**config.mk**
```make
export PLATFORM = sky130hd
export DESIGN_NAME = cnn_frame_scheduler
export DESIGN_NICKNAME = d
export VERILOG_FILES = /design/src/rtl/cnn_sched_pkg.sv /design/src/rtl/cnn_pixel_fetch.sv /design/src/rtl/cnn_frame_scheduler.sv
export SDC_FILE = /design/constraint.sdc
export NUM_CORES = 1
export LEC_CHECK = 0
export ABC_AREA = 1
export CORE_MARGIN = 2
export CORE_UTILIZATION = 53
export CTS_BUF_LIST = sky130_fd_sc_hd__clkbuf_16
export CTS_CLUSTER_DIAMETER = 120
export DETAILED_ROUTE_END_ITERATION = 8
export PLACE_DENSITY = 0.8
export SYNTH_ARGS = -nofsm -noshare
export SYNTH_HDL_FRONTEND = slang
export SYNTH_SLANG_ARGS = --single-unit
```
**constraint.sdc**
```tcl
create_clock -name clk -period 1.8 [get_ports clk]
set_input_delay 0.18 -clock clk [delete_from_list [all_inputs] [get_ports clk]]
set_output_delay 0.18 -clock clk [all_outputs]
set_load 0.1 [all_outputs]
```
**src/rtl/cnn_sched_pkg.sv**
```systemverilog
// Shared types and defaults for the CNN frame scheduler.
package cnn_sched_pkg;

    typedef enum logic [2:0] {
        IDLE,
        CORE_RST,
        PREFETCH,
        STREAM,
        WAIT,
        RESULT
    } sched_state_t;

    localparam logic [3:0] TIMEOUT_CODE   = 4'hF;
    localparam int         DEF_IMG_PIXELS = 784;
    localparam int         DEF_ADDR_BITS  = 16;
    localparam int         DEF_DATA_BITS  = 8;

endpackage

```
**src/rtl/cnn_pixel_fetch.sv**
```systemverilog
// Issues IMG_PIXELS consecutive buffer reads from a base address and realigns
// the one-cycle-late read data into a registered pixel stream for the core.
module cnn_pixel_fetch
    import cnn_sched_pkg::*;
#(
    parameter int IMG_PIXELS = DEF_IMG_PIXELS,
    parameter int ADDR_BITS  = DEF_ADDR_BITS,
    parameter int DATA_BITS  = DEF_DATA_BITS
) (
    input  logic                 clk,
    input  logic                 rst,
    input  logic                 start,
    input  logic                 active,
    input  logic [ADDR_BITS-1:0] base,
    output logic                 mem_rd_en,
    output logic [ADDR_BITS-1:0] mem_rd_addr,
    input  logic [DATA_BITS-1:0] mem_rd_data,
    output logic [DATA_BITS-1:0] pixel,
    output logic                 last_pixel
);

    localparam int CNT_W = $clog2(IMG_PIXELS);
    localparam logic [CNT_W-1:0] LAST_LEFT = CNT_W'(IMG_PIXELS - 1);

    logic [CNT_W-1:0] rd_left;
    logic             rd_last;
    logic             data_vld;
    logic             data_last;

    always_ff @(posedge clk) begin
        if (rst) begin
            mem_rd_en   <= 1'b0;
            mem_rd_addr <= '0;
            rd_left     <= '0;
            rd_last     <= 1'b0;
            data_vld    <= 1'b0;
            data_last   <= 1'b0;
            pixel       <= '0;
            last_pixel  <= 1'b0;
        end else begin
            if (start) begin
                mem_rd_en   <= 1'b1;
                mem_rd_addr <= base;
                rd_left     <= LAST_LEFT;
                rd_last     <= 1'b0;
            end else if (active && mem_rd_en && rd_left != '0) begin
                mem_rd_addr <= mem_rd_addr + ADDR_BITS'(1);
                rd_left     <= rd_left - CNT_W'(1);
                rd_last     <= (rd_left == CNT_W'(1));
            end else begin
                mem_rd_en <= 1'b0;
                rd_last   <= 1'b0;
            end
            // Read data is only meaningful the cycle after a strobe; zero otherwise.
            data_vld   <= mem_rd_en;
            data_last  <= rd_last;
            pixel      <= data_vld ? mem_rd_data : '0;
            last_pixel <= data_last;
        end
    end

endmodule

```
**src/rtl/cnn_frame_scheduler.sv**
```systemverilog
// Frame sequencer for a handshake-less CNN core: reset core, prefetch, stream
// exactly IMG_PIXELS pixels, wait for the decision (with timeout), hand it back.
module cnn_frame_scheduler
    import cnn_sched_pkg::*;
#(
    parameter int IMG_PIXELS      = DEF_IMG_PIXELS,
    parameter int ADDR_BITS       = DEF_ADDR_BITS,
    parameter int DATA_BITS       = DEF_DATA_BITS,
    parameter int CORE_RST_CYCLES = 4,
    parameter int TIMEOUT_CYCLES  = 4096,
    parameter int TIMEOUT_BITS    = 13
) (
    input  logic                 clk,
    input  logic                 rst,
    input  logic                 start_valid,
    output logic                 start_ready,
    input  logic [ADDR_BITS-1:0] start_base,
    output logic                 mem_rd_en,
    output logic [ADDR_BITS-1:0] mem_rd_addr,
    input  logic [DATA_BITS-1:0] mem_rd_data,
    output logic                 core_rst_n,
    output logic [DATA_BITS-1:0] core_data_in,
    input  logic                 core_valid_out,
    input  logic [3:0]           core_decision,
    output logic                 res_valid,
    input  logic                 res_ready,
    output logic [3:0]           res_decision,
    output logic                 res_timeout,
    output logic                 busy,
    output logic [15:0]          frame_cnt
);

    localparam int RST_W = (CORE_RST_CYCLES > 1) ? $clog2(CORE_RST_CYCLES) : 1;

    sched_state_t             state, state_nxt;
    logic [RST_W-1:0]         rst_cnt;
    logic                     pre_cnt;
    logic [TIMEOUT_BITS-1:0]  wait_cnt;
    logic [ADDR_BITS-1:0]     base_q;
    logic                     last_pixel;
    logic                     fetch_start;
    logic                     fetch_active;
    logic                     wait_expired;

    assign wait_expired = (wait_cnt == TIMEOUT_BITS'(TIMEOUT_CYCLES - 1));
    assign fetch_start  = (state == CORE_RST) && (state_nxt == PREFETCH);
    assign fetch_active = (state == PREFETCH) || (state == STREAM);

    always_ff @(posedge clk) begin
        if (rst) state <= IDLE;
        else     state <= state_nxt;
    end

    always_comb begin
        state_nxt = state;
        case (state)
            IDLE:     if (start_valid) state_nxt = CORE_RST;
            CORE_RST: if (rst_cnt == RST_W'(CORE_RST_CYCLES - 1)) state_nxt = PREFETCH;
            PREFETCH: if (pre_cnt) state_nxt = STREAM;
            STREAM:   if (last_pixel) state_nxt = WAIT;
            WAIT:     if (core_valid_out || wait_expired) state_nxt = RESULT;
            RESULT:   if (res_ready) state_nxt = IDLE;
            default:  state_nxt = IDLE;
        endcase
    end

    // Outputs are registered from the next state so they line up with it.
    always_ff @(posedge clk) begin
        if (rst) begin
            rst_cnt      <= '0;
            pre_cnt      <= 1'b0;
            wait_cnt     <= '0;
            base_q       <= '0;
            core_rst_n   <= 1'b0;
            res_valid    <= 1'b0;
            res_decision <= 4'h0;
            res_timeout  <= 1'b0;
            frame_cnt    <= 16'h0;
            start_ready  <= 1'b1;
            busy         <= 1'b0;
        end else begin
            rst_cnt  <= (state == CORE_RST) ? rst_cnt + RST_W'(1) : '0;
            pre_cnt  <= (state == PREFETCH) ? ~pre_cnt : 1'b0;
            wait_cnt <= (state == WAIT) ? wait_cnt + TIMEOUT_BITS'(1) : '0;
            if (state == IDLE && start_valid) base_q <= start_base;
            // A decision arriving on the timeout cycle takes priority.
            if (state == WAIT && state_nxt == RESULT) begin
                res_decision <= core_valid_out ? core_decision : TIMEOUT_CODE;
                res_timeout  <= ~core_valid_out;
            end
            if (state == RESULT && res_ready) frame_cnt <= frame_cnt + 16'd1;
            core_rst_n  <= state_nxt inside {STREAM, WAIT, RESULT};
            res_valid   <= (state_nxt == RESULT);
            start_ready <= (state_nxt == IDLE);
            busy        <= (state_nxt != IDLE);
        end
    end

    cnn_pixel_fetch #(
        .IMG_PIXELS (IMG_PIXELS),
        .ADDR_BITS  (ADDR_BITS),
        .DATA_BITS  (DATA_BITS)
    ) u_fetch (
        .clk         (clk),
        .rst         (rst),
        .start       (fetch_start),
        .active      (fetch_active),
        .base        (base_q),
        .mem_rd_en   (mem_rd_en),
        .mem_rd_addr (mem_rd_addr),
        .mem_rd_data (mem_rd_data),
        .pixel       (core_data_in),
        .last_pixel  (last_pixel)
    );

endmodule

```
=== Word level (Yosys, flattened, before mapping) ===
Index checks and enable logic that the tools add are counted.

* Register bits: 99
* Input port bits: 33
* Logic and storage cells: 80

* Bitwise gates (word level): 7
* Equal/unequal tests: 13
* Multiplexer cells: 14
* $add $sub $neg: 5
* Reduce and logical (&&, ||, !) cells: 20

{| class="wikitable"
|+ Operators with widths
! kind !! number
|-
| adder 16 x 1 -> 16 bit, second input constant || 2
|-
| 2-to-1 mux 16 bit || 2
|-
| 2-to-1 mux 10 bit || 2
|-
| 2-to-1 mux 3 bit || 6
|-
| case mux 3 bit (6 select lines) || 1
|-
| adder 13 x 1 -> 13 bit, second input constant || 1
|-
| == test 13 x 12 -> 1 bit, second input constant || 1
|-
| == test 3 x 2 -> 1 bit, second input constant || 4
|-
| == test 3 bit, second input constant || 4
|-
| == test 10 x 1 -> 1 bit, second input constant || 1
|-
| nonzero test 10 bit || 1
|-
| OR reduction 2 bit || 5
|-
| subtractor 10 x 1 -> 10 bit, second input constant || 1
|-
| NOT 1 bit || 7
|-
| logical AND 1 bit || 6
|-
| zero test 3 bit || 2
|-
| nonzero test 3 bit || 2
|-
| 2-to-1 mux 4 bit || 1
|-
| == test 3 x 1 -> 1 bit, second input constant || 1
|-
| OR reduction 3 bit || 1
|-
| adder 2 x 1 -> 2 bit, second input constant || 1
|-
| == test 2 bit, second input constant || 1
|-
| logical OR 1 bit || 2
|-
| 2-to-1 mux 1 bit || 2
|-
| other kinds (2) || 2
|}

=== Depth between registers and ports, before layout ===
* Depth after elaboration: 7
* Depth in mapped cells: 11
* Gate-level depth less buffers: 11

=== Cells and area by module ===
From an unflattened synthesis, not the netlist that was laid out.

* Cells, all modules: 703
* Area, all modules: 4754.6 um^2

{| class="wikitable"
|+ Modules (own cells, without submodules)
! module !! instances !! area each (um^2) !! sequential area each (um^2) !! cells an instance
|-
| cnn_frame_scheduler || 1 || 2598.7 || 1201.2 || 365
|-
| cnn_pixel_fetch || 1 || 2155.8 || 780.7 || 338
|}

=== Worst setup path after synthesis ===
OpenSTA, ideal clock, no wires.

* Path kind: register -> register
* Start point: reg u_fetch.mem_rd_addr[0]
* End point: reg u_fetch.mem_rd_addr[14]
* Path buffers: 0
* Setup slack: -0.409 ns
* Data required time: 1.672 ns
* Library setup time: 0.128 ns
* Stages on the path, launching flop included: 9
* Data arrival time: 2.081 ns
* Period minus slack after synthesis: 2.209 ns
* Cells stage by stage: dfxtp_1 -> ha_1 -> nand3_1 -> nor2_1 -> nand3_1 -> nand2_1 -> a21oi_1 -> nor2_1 -> nor2_1

* Cells in the longest elaborated chain, start to end: 3

{| class="wikitable"
|+ RTL lines
! element !! RTL line !! source
|-
| from (decl) || cnn_pixel_fetch.sv:16 || <nowiki>output logic [ADDR_BITS-1:0] mem_rd_addr,</nowiki>
|-
| from (signal assigned) || cnn_pixel_fetch.sv:43 || <nowiki>mem_rd_addr <= base;</nowiki>
|-
| from (signal assigned) || cnn_pixel_fetch.sv:47 || <nowiki>mem_rd_addr <= mem_rd_addr + ADDR_BITS'(1);</nowiki>
|-
| adder 16 x 1 -> 16 bit || cnn_pixel_fetch.sv:47 ||
|-
| 2-to-1 mux 16 bit || cnn_pixel_fetch.sv:46 || <nowiki>end else if (active && mem_rd_en && rd_left != '0) begin</nowiki>
|-
| 2-to-1 mux 16 bit || cnn_pixel_fetch.sv:41 || <nowiki>if (start) begin</nowiki>
|}

No other way between the ends. The select of a mux whose other input is x is not followed.
A chain may end at the register's enable or synchronous reset.

=== Worst setup path in the final report ===
* Start point: reg u_fetch.rd_left[2]
* End point: reg u_fetch.rd_left[3]

* Cells in the longest elaborated chain, start to end: 3

{| class="wikitable"
|+ RTL lines
! element !! RTL line !! source
|-
| from (decl) || cnn_pixel_fetch.sv:25 || <nowiki>logic [CNT_W-1:0] rd_left;</nowiki>
|-
| from (signal assigned) || cnn_pixel_fetch.sv:48 || <nowiki>rd_left <= rd_left - CNT_W'(1);</nowiki>
|-
| subtractor 10 x 1 -> 10 bit or nonzero test 10 bit (tied branches) || cnn_pixel_fetch.sv:48, cnn_pixel_fetch.sv:46 ||
|-
| 2-to-1 mux 10 bit or logical AND 1 bit (tied branches) || cnn_pixel_fetch.sv:46 ||
|-
| 2-to-1 mux 10 bit or nonzero test 2 bit (tied branches) || - ||
|}

Several ways; a longest one is shown, not always the timed one. The select of a mux whose other input is x is not followed.

==> metrics <==
Synth area leaders=dfxtp_1, nand2_1, nor2_1; Root Driver=clkbuf_16; power share of the combinational group=5.3%; max cap viols=0; vias in the first global route=4,291; PD cells=769 mW/mm²; CTS Buf Count=9; WP data arrival=1940 ps; Worst Skew=11.2 ps; hold path depth=3; crit end category=flop; Routed WL=11,500 µm; R2R setup slack=130 ps; I/O pin cnt=83; critical path cell sequence=nor2_4 > nand3_1 > nor2_2 > nor2_4 > buf_12 > nor2_4 > buf_4 > nand2_1 > a21oi_1; P_sw=0.00103 W; sw frac=22.4%; largest net degree at the start of global routing=36; setup slack at placement=140 ps; Synth cell types=30; Final Total Pwr=0.00461 W; worst min path class=input pin to flop; endpoints failing hold=0; Final ANT Viol Nets=0; DRC Markers=0; core area=0.00864 mm²; CTS H-tree lvls=3; CP Launch Type=flop; gp weighted congestion=0.869; slowest library cell on the worst path=dfxtp_1; Via density=5.20; reg2reg path depth=9; fin. max-slew vios=0; Synth Net Count=735; CTS tree=built; # diodes=0; Post-synth EDFFs=0; CP max stage delay=400 ps; hold buffers post-CTS=0; dpl hpwl=8300 µm; Crit Path Max Fanout=9; Pleak=2.63 nW; fmax=600 MHz; most frequent cell after synthesis=nand2_1; Hold Path Sink=u_fetch.pixel[4]; RSZ-0062 raised after global routing=no; hold wc startpoint=mem_rd_data[4]; nets=828; r2r endpoint=u_fetch.rd_left[3]; grt total ovfl=0; WL per Instance=12.7 µm; status=finished clean; Synth Flop Type=dfxtp_1; Crit Path Class=flop to flop; Vias=4,689; compound-gate portion of the synthesized area=9.59%; Ys Warns=0; clk slew on worst S/H paths=70 ps; R2R Path Start=u_fetch.rd_left[2]; P&R area growth vs syn=27.6%; synthesized flop and latch total=99; most frequent cells after synthesis=nand2_1, nor2_1, dfxtp_1, inv_1, a21oi_1; row count=34; Max VDD drop=0.540 mV; WP data required=2070 ps; starting density of the core=54.4%; largest family of logic cells by synthesized area=simple AND/OR/NAND/NOR gates; DR iter-0 viols=247; Simple-Gate Fraction of Synth Area=34.8%; antenna violations before repair=0; Seq/Total Area, Yosys=42.2%; final setup margin=134 ps; Die Height=98.1 µm; xor/xnor share of the synthesized area=2.05%; synthesized area=0.00470 mm²; Int Pwr=0.00358 W; Slew @ Worst Pin=480 ps; Synth area leader=dfxtp_1; clk sinks=99; first-pass GRT wire length=19,100 µm; setup violators final=0; multiplexer share of the synthesized area=0%; Cells after Synth=695; fin crit share=92.6%; die width=98.1 µm; crit path time final=1670 ps; Total GRT Usage=23.7%; syn_area_per_cell=6.76 µm²; Core Util, Final=69.4%; Max Root-Sink Buffers=2; Max-slew headroom=68.0%; Setup TNS=0 ps; crit-path most repeated cell=nor2_4; clk_lat worst skew=340 ps; adder-cell share of the synthesized area=1.87%; ys async rst share=0%; share of cells above drive strength 1=16.0%; Sequential Power Share=48.7%; die area=0.00963 mm²; clock share of power=46.0%; Synth top area share=42.2%; I/O Buffers=82; TritonRoute pass-1 iters=5
==> registers in the layout, indices dropped and copies added (netlist names), 2 cells and up <==
name	cells
base_q	16
frame_cnt	16
u_fetch.mem_rd_addr	16
wait_cnt	13
u_fetch.rd_left	10
u_fetch.pixel	8
res_decision	4
state	3
rst_cnt	2
==> final cells by class <==
type | instances | area [µm²]
repair buffers | 102 | 896
clock inverters | 7 | 106
clock buffers | 9 | 225
inverters | 89 | 334
flip-flops and latches | 99 | 2020
multi-input cells | 487 | 2280
well taps | 108 | 135
fillers | 726 | 2640
==> placed cells by master (no fill, tap or decap), drive strengths merged <==
cell           count
nand2            170
nor2             121
dfxtp             99
inv               92
buf               70
a21oi             51
nand3             51
o21ai             33
clkdlybuf4s50     32
nor3              19
nand4             14
clkbuf             9
xor2               8
ha                 7
o21bai             3
xnor2              3
nand3b             2
nor3b              2
bufinv             2
clkinv             2
or2                2
a21boi             1
==> metrics by stage <==
stage          cell area, µm²  hold WS, ps  cells
4_1_cts                  5910          353    895
5_1_grt                  5990          363    901
2_1_floorplan            4730          292    695
6_report                 5990          357    901
3_5_place_dp             5580          399    879
3_3_place_gp             5580          393    879
==> per-layer routing <==
layer	vias up	global-route usage [%]	wire [µm]
met2	150	40.3	5480
met1	2130	30.9	5070
met4	0	6.52	159
met5	-	0	0
li1	2393	-	-
met3	16	4.44	752
==> cell families after synthesis <==
logic type / count (synthesis)
AND/OR/NAND/NOR: 381
buffers and inverters: 109
flip-flops: 99
AO/OA/AOI/OAI: 88
XOR/XNOR: 11
adder cells (fa/ha/maj): 7
==> worst max path at each step <==
stage	startpoint	to	slack [ps]
global placement	u_fetch.rd_left[0]	u_fetch.rd_left[6]	230
floorplan	u_fetch.mem_rd_addr[0]	u_fetch.mem_rd_addr[14]	9
detailed placement	u_fetch.rd_left[0]	u_fetch.rd_left[6]	140
finish	u_fetch.rd_left[2]	u_fetch.rd_left[3]	130
global route	u_fetch.rd_left[2]	u_fetch.rd_left[2]	20
CTS	u_fetch.rd_left[0]	u_fetch.rd_left[6]	120
==> what timing repair did <==
action	4_1_cts	5_1_grt
setup buffers	0	6
endpoints found under the setup margin	0	9
resized for setup	0	4
==> power groups by stage <==
stage	clock, W	sequential, W	combinational [W]
floorplan	0	0.00232	0.000104
global placement	0	0.00230	0.000240
detailed placement	0	0.00230	0.000243
CTS	0.00215	0.00225	0.000245
global route	0.00224	0.00225	0.000270
finish	0.00212	0.00225	0.000246
==> critical path, delay by kind of cell, from the launching register on <==
family,cells,cell delay (ps)
flops,1,400
simple gates,6,760
buf+inv,2,310
compound gates,1,140
Power figures use the tool's default switching activity.
